`src/rtl/muldiv_sequencer_pkg.sv`:
```
// ============================================================================
// Module   : muldiv_sequencer_pkg
// Purpose  : Shared op encodings and FSM state type for the mul/div sequencer.
// Revision : 1.0
// ============================================================================
`default_nettype none

package muldiv_sequencer_pkg;

    localparam logic [1:0] OP_MULTU = 2'b00;
    localparam logic [1:0] OP_DIVU  = 2'b01;
    localparam logic [1:0] OP_MTHI  = 2'b10;
    localparam logic [1:0] OP_MTLO  = 2'b11;

    typedef enum logic [1:0] {
        S_IDLE = 2'd0,
        S_MUL  = 2'd1,
        S_DIV  = 2'd2,
        S_DONE = 2'd3
    } state_t;

    // Multi-cycle ops are the ones with op[1] clear; moves finish in one edge.
    function automatic logic is_long_op(input logic [1:0] op);
        return ~op[1];
    endfunction

endpackage : muldiv_sequencer_pkg

`default_nettype wire

```
`src/rtl/muldiv_step.sv`:
```
// ============================================================================
// Module   : muldiv_step
// Purpose  : One combinational iteration of unsigned shift-add multiply or
//            restoring shift-subtract divide on an {acc, q} register pair.
// Revision : 1.0
// ============================================================================
`default_nettype none

module muldiv_step #(
    parameter int WIDTH = 32
) (
    input  logic             div,
    input  logic [WIDTH-1:0] acc,
    input  logic [WIDTH-1:0] q,
    input  logic [WIDTH-1:0] opb,
    output logic [WIDTH-1:0] acc_nxt,
    output logic [WIDTH-1:0] q_nxt
);

    logic [WIDTH:0] w_sum;
    logic [WIDTH:0] w_shift;
    logic [WIDTH:0] w_diff;

    // Multiply: add multiplicand when the multiplier LSB is set, then shift
    // the whole {carry, acc, q} right so the product fills {acc, q}.
    assign w_sum = {1'b0, acc} + (q[0] ? {1'b0, opb} : {(WIDTH+1){1'b0}});

    // Divide: shift the next dividend bit into the remainder and trial-subtract.
    assign w_shift = {acc, q[WIDTH-1]};
    assign w_diff  = w_shift - {1'b0, opb};

    always_comb begin
        acc_nxt = acc;
        q_nxt   = q;
        if (div) begin
            if (w_diff[WIDTH]) begin
                acc_nxt = w_shift[WIDTH-1:0];
                q_nxt   = {q[WIDTH-2:0], 1'b0};
            end else begin
                acc_nxt = w_diff[WIDTH-1:0];
                q_nxt   = {q[WIDTH-2:0], 1'b1};
            end
        end else begin
            acc_nxt = w_sum[WIDTH:1];
            q_nxt   = {w_sum[0], q[WIDTH-1:1]};
        end
    end

endmodule : muldiv_step

`default_nettype wire

```
`src/rtl/muldiv_sequencer.sv`:
```
// ============================================================================
// Module   : muldiv_sequencer
// Purpose  : Iterative MULTU/DIVU unit with HI/LO registers and move ops,
//            one step per cycle, with flush and pipeline stall request.
// Revision : 1.0
// ============================================================================
`default_nettype none

module muldiv_sequencer
    import muldiv_sequencer_pkg::*;
#(
    parameter int WIDTH = 32,
    parameter int CNT_W = 6
) (
    input  logic             clk,
    input  logic             rst_n,
    input  logic             start,
    input  logic [1:0]       op,
    input  logic [WIDTH-1:0] a,
    input  logic [WIDTH-1:0] b,
    input  logic             flush,
    output logic [WIDTH-1:0] hi,
    output logic [WIDTH-1:0] lo,
    output logic             busy,
    output logic             done,
    output logic             stall_req,
    output logic             div_zero
);

    localparam logic [CNT_W-1:0] c_last = CNT_W'(WIDTH - 1);
    localparam logic [CNT_W-1:0] c_one  = CNT_W'(1);

    state_t           r_state;
    logic [CNT_W-1:0] r_cnt;
    logic [WIDTH-1:0] r_acc;
    logic [WIDTH-1:0] r_q;
    logic [WIDTH-1:0] r_opb;
    logic [WIDTH-1:0] r_hi;
    logic [WIDTH-1:0] r_lo;
    logic             r_div_zero;

    state_t           w_state_nxt;
    logic [CNT_W-1:0] w_cnt_nxt;
    logic [WIDTH-1:0] w_acc_nxt;
    logic [WIDTH-1:0] w_q_nxt;
    logic [WIDTH-1:0] w_opb_nxt;
    logic [WIDTH-1:0] w_hi_nxt;
    logic [WIDTH-1:0] w_lo_nxt;
    logic             w_div_zero_nxt;

    logic             w_is_div;
    logic [WIDTH-1:0] w_step_acc;
    logic [WIDTH-1:0] w_step_q;

    assign w_is_div = (r_state == S_DIV);

    muldiv_step #(
        .WIDTH (WIDTH)
    ) u_step (
        .div     (w_is_div),
        .acc     (r_acc),
        .q       (r_q),
        .opb     (r_opb),
        .acc_nxt (w_step_acc),
        .q_nxt   (w_step_q)
    );

    always_ff @(posedge clk) begin
        if (!rst_n) begin
            r_state    <= S_IDLE;
            r_cnt      <= '0;
            r_acc      <= '0;
            r_q        <= '0;
            r_opb      <= '0;
            r_hi       <= '0;
            r_lo       <= '0;
            r_div_zero <= 1'b0;
        end else begin
            r_state    <= w_state_nxt;
            r_cnt      <= w_cnt_nxt;
            r_acc      <= w_acc_nxt;
            r_q        <= w_q_nxt;
            r_opb      <= w_opb_nxt;
            r_hi       <= w_hi_nxt;
            r_lo       <= w_lo_nxt;
            r_div_zero <= w_div_zero_nxt;
        end
    end

    always_comb begin
        w_state_nxt    = r_state;
        w_cnt_nxt      = r_cnt;
        w_acc_nxt      = r_acc;
        w_q_nxt        = r_q;
        w_opb_nxt      = r_opb;
        w_hi_nxt       = r_hi;
        w_lo_nxt       = r_lo;
        w_div_zero_nxt = r_div_zero;

        case (r_state)
            S_IDLE: begin
                // A flush in IDLE squashes whatever start arrives alongside it.
                if (start && !flush) begin
                    case (op)
                        OP_MULTU: begin
                            w_opb_nxt   = b;
                            w_q_nxt     = a;
                            w_acc_nxt   = '0;
                            w_cnt_nxt   = '0;
                            w_state_nxt = S_MUL;
                        end
                        OP_DIVU: begin
                            if (b != '0) begin
                                w_opb_nxt      = b;
                                w_q_nxt        = a;
                                w_acc_nxt      = '0;
                                w_cnt_nxt      = '0;
                                w_div_zero_nxt = 1'b0;
                                w_state_nxt    = S_DIV;
                            end else begin
                                w_hi_nxt       = a;
                                w_lo_nxt       = '1;
                                w_div_zero_nxt = 1'b1;
                                w_state_nxt    = S_DONE;
                            end
                        end
                        OP_MTHI: w_hi_nxt = a;
                        default: w_lo_nxt = a;
                    endcase
                end
            end
            S_MUL, S_DIV: begin
                if (flush) begin
                    w_state_nxt = S_IDLE;
                end else begin
                    w_acc_nxt = w_step_acc;
                    w_q_nxt   = w_step_q;
                    w_cnt_nxt = r_cnt + c_one;
                    if (r_cnt == c_last) begin
                        w_hi_nxt    = w_step_acc;
                        w_lo_nxt    = w_step_q;
                        w_state_nxt = S_DONE;
                    end
                end
            end
            S_DONE:  w_state_nxt = S_IDLE;
            default: w_state_nxt = S_IDLE;
        endcase
    end

    assign hi        = r_hi;
    assign lo        = r_lo;
    assign div_zero  = r_div_zero;
    assign busy      = rst_n && ((r_state == S_MUL) || (r_state == S_DIV));
    assign done      = rst_n && (r_state == S_DONE) && !flush;
    assign stall_req = busy || (rst_n && (r_state == S_IDLE) && start && is_long_op(op));

endmodule : muldiv_sequencer

`default_nettype wire

```
`config.mk`:
```
export PLATFORM = sky130hd
export DESIGN_NAME = muldiv_sequencer
export DESIGN_NICKNAME = d
export VERILOG_FILES = /design/src/rtl/muldiv_sequencer_pkg.sv /design/src/rtl/muldiv_step.sv /design/src/rtl/muldiv_sequencer.sv
export SDC_FILE = /design/constraint.sdc
export NUM_CORES = 1
export LEC_CHECK = 0
export CAP_MARGIN = 20
export CORE_ASPECT_RATIO = 1.75
export CORE_MARGIN = 2
export CORE_UTILIZATION = 50
export CTS_BUF_LIST = sky130_fd_sc_hd__clkbuf_4
export CTS_CLUSTER_DIAMETER = 120
export DETAILED_ROUTE_END_ITERATION = 6
export PLACE_DENSITY = 0.68
export SETUP_SLACK_MARGIN = 0.15
export SLEW_MARGIN = 20
export SYNTH_ARGS = -nofsm -noshare
export SYNTH_HDL_FRONTEND = slang
export SYNTH_HIERARCHICAL = 1
export SYNTH_SLANG_ARGS = --single-unit
```
`constraint.sdc`:
```
create_clock -name clk -period 6.6 [get_ports clk]
set_clock_uncertainty 0.05 [all_clocks]
set_input_delay 1.98 -clock clk [delete_from_list [all_inputs] [get_ports clk]]
set_output_delay 1.98 -clock clk [all_outputs]
set_load 0.01 [all_outputs]
```
==> flow_metrics.py <==
metrics = {
    "timing": {
        "timing.fmax_ghz": 0.178,
        "tightest_slew_ns": 1.11,
        "tns_ns": 0,
        "rsz0062_at_grt": "no",
        "setup-violations-final": 0,
        "relSlewSlack_pct": 25.9,
        "maxSlewViolCount": 0,
        "final.period_utilization_pct": 85.3,
        "final-hold-violation-count": 0,
        "min_period_ns": 5.63,
    },
    "logic_synthesis": {
        "synth_commonest_cells": "nand2_1, dfxtp_1, nand3_1",
        "synth-edff-count": 0,
        "async_reset_ff_share_pct": 0,
        "synth_top_area_cell": "dfxtp_1",
        "post-synth-top-count-cell": "nand2_1",
        "syn_inst": 1592,
        "synth_top_area_share_pct": 27.8,
        "ys_top_cells_by_area": "dfxtp_1, ha_1, nand2_1",
        "yosysSeqAreaShare_pct": 27.8,
        "synth_area_per_cell_um2": 7.64,
        "yosysWarningCount": 6,
        "yosysUniqueCellTypes": 68,
        "synthesis.nets": 1733,
        "syn_area_mm2": 0.0122,
        "synthFlopType": "dfxtp_1",
        "ys_ff_latch": 169,
    },
    "routing": {
        "antenna_left": 0,
        "wire_per_inst_um": 17.8,
        "drc": 0,
        "via_per_inst": 5.85,
        "firstDrtPassIters": 5,
        "routed_wirelength_mm": 34.9,
        "drt_iter0_drc": 721,
        "route.vias.total": 11500,
    },
    "clocking": {
        "cts.sinks": 169,
        "tritoncts": "built",
        "clkTransAtPathRegs_ns": 0.14,
        "cts_made_buffers": 17,
        "clockBufferDepth": 2,
        "ctsHoldBuffers": 0,
        "cts-root-buf": "clkbuf_4",
        "cts.repair.resized": 0,
        "clkLatencyLatePin_ns": 0.63,
        "post_cts_buffers": 0,
        "cts_max_level": 4,
    },
    "grt": {
        "antenna_found_initial": 1,
        "grt_max_degree": 105,
        "grt_usage_pct": 27.5,
        "grt_overflow": 0,
        "grt_pass1_wl_mm": 56.2,
        "grt_pass1_vias": 10900,
    },
    "critical_path": {
        "crit_type": "primary input to output port",
        "critPathMostFrequentCell": "clkdlybuf4s50_1",
        "cp_top_family": "buffers and inverters",
        "cpPeakStageDelay_ns": 0.57,
        "critPathBufInv": 2,
        "rr_worst_depth": 16,
        "required_ns": 4.57,
        "cp_slowest_cell": "clkdlybuf4s50_1",
        "cp_cell_sequence": "clkdlybuf4s50_1 > nand2b_1 > nor2_1 > o21a_1 > clkdlybuf4s50_1",
        "worstPathMaxFanout": 5,
        "critPathCaptureType": "output port",
        "worstSetupStartpointType": "primary input",
        "crit_cells": 5,
        "worstPathArrival_ns": 3.60,
    },
    "floorplan": {
        "start_util_pct": 50.9,
        "core_mm2": 0.0239,
        "die-area_mm2": 0.0257,
        "io_pins": 138,
        "placementRows": 75,
        "fp.dieH_um": 210,
        "die_x_um": 122,
    },
    "placement": {
        "place_hpwl_mm": 25.6,
        "finalWeightedCongestion": 0.934,
        "port_buffers": 137,
        "place_inst": 1935,
    },
    "status": {
        "status": "finished clean",
    },
    "worst_hold_path": {
        "worstHoldPathCells": 2,
        "min_path_type": "flop to flop",
    },
    "cells_and_area": {
        "layoutNonFillerInstCount": 1967,
        "fin_util_pct": 58.1,
        "area_growth_pct": 14.2,
        "nets": 1787,
        "drive_gt1_share_pct": 5.73,
    },
    "power": {
        "finalPower_mw": 4.28,
        "peakVddDrop_uv": 257,
        "p_leak_nw": 6.08,
        "power_density_mw_per_mm2": 308,
    },
    "flow_run": {
        "drv_cap": 0,
    },
}
==> stage by stage <==
step	hold slack, ns	setup slack, ns	cell area (um2)
global route	0.436	0.945	13900
floorplan	0.385	1.57	12200
finish	0.415	0.967	13900
global placement	0.392	1.03	13600
CTS	0.415	1.01	13900
detailed placement	0.397	1.01	13600
==> state kept, by name, indices dropped and copies added (netlist names) <==
name      flops
div_zero      1
hi           32
lo           32
r_acc        32
r_cnt         6
r_opb        32
r_q          32
r_state       2
==> placed cells by master, fill, tap and decap left out, drive strengths merged, types with 4 or more instances in the layout <==
cell type,instances
clkinv,5
o21a,11
a21oi,137
o211a,32
nor2,51
nand2,227
a21o,30
o21bai,11
nor4,10
nor3,9
xnor2,29
inv,60
dfxtp,169
nand3,152
clkbuf,19
a31oi,17
clkdlybuf4s50,136
nor2b,41
a211oi,8
o211ai,5
a221oi,5
a21boi,37
buf,15
nand4,10
o311ai,4
o21ai,98
nor3b,5
mux2,32
and2,41
ha,69
nand2b,42
o221ai,4
mux2i,67
xor2,25
==> area by class of cell <==
type | instances | area (um2)
diodes | 1 | 2.50
clock buffers | 19 | 143
clock inverters | 12 | 141
fillers | 2260 | 10000
inverters | 55 | 206
multi-input cells | 1252 | 8140
flip-flops and latches | 169 | 3380
well taps | 308 | 385
repair buffers | 151 | 1490
==> worst reg2reg max path, delay by kind of cell, from the launching register on <==
family                   cells  cell delay, ns
multiplexers                 1            0.12
adder cells (fa/ha/maj)      2            0.67
buffers and inverters        3            0.50
AO/OA/AOI/OAI                8            1.76
AND/OR/NAND/NOR              2            0.92
flip-flops                   1            0.35
==> cell families (layout without fill, tap and decap cells) <==
| family | after synthesis | count (layout) | synth area share, % |
|---|---|---|---|
| xor+xnor | 54 | 54 | 3.89 |
| mux | 99 | 99 | 8.47 |
| compound gates | 425 | 425 | 22.7 |
| flops | 169 | 169 | 27.8 |
| buf+inv | 171 | 237 | 5.87 |
| fa+ha+maj | 71 | 71 | 7.42 |
| simple gates | 603 | 603 | 23.8 |
| other cells | 0 | 1 | 0 |
==> where the power goes <==
group / switching [mW] / total [mW] / internal, mW
sequential: 0.150 / 1.36 / 1.21
combinational: 1.33 / 2.27 / 0.940
clock: 0.404 / 0.643 / 0.239
==> path summary, 6_finish.rpt <==
path                                      startpoint                   end  slack (ns)
worst max-delay path                           op[1]             stall_req        0.97
worst min-delay path            r_q[31]$_SDFFE_PN0P_  r_q[31]$_SDFFE_PN0P_        0.42
worst max register to register  r_q[31]$_SDFFE_PN0P_    hi[9]$_SDFFE_PN0P_        2.21
worst min register to register  r_q[31]$_SDFFE_PN0P_  r_q[31]$_SDFFE_PN0P_        0.42
==> routing by layer <==
layer | vias up | GRT usage, % | part of all wire (%)
met5 | - | 0 | 0
met4 | 0 | 9.08 | 2.8
met3 | 52 | 4.49 | 4.2
met2 | 288 | 46.9 | 50
met1 | 5435 | 34.8 | 43
li1 | 5725 | - | -
Power figures use the tool's default switching activity.
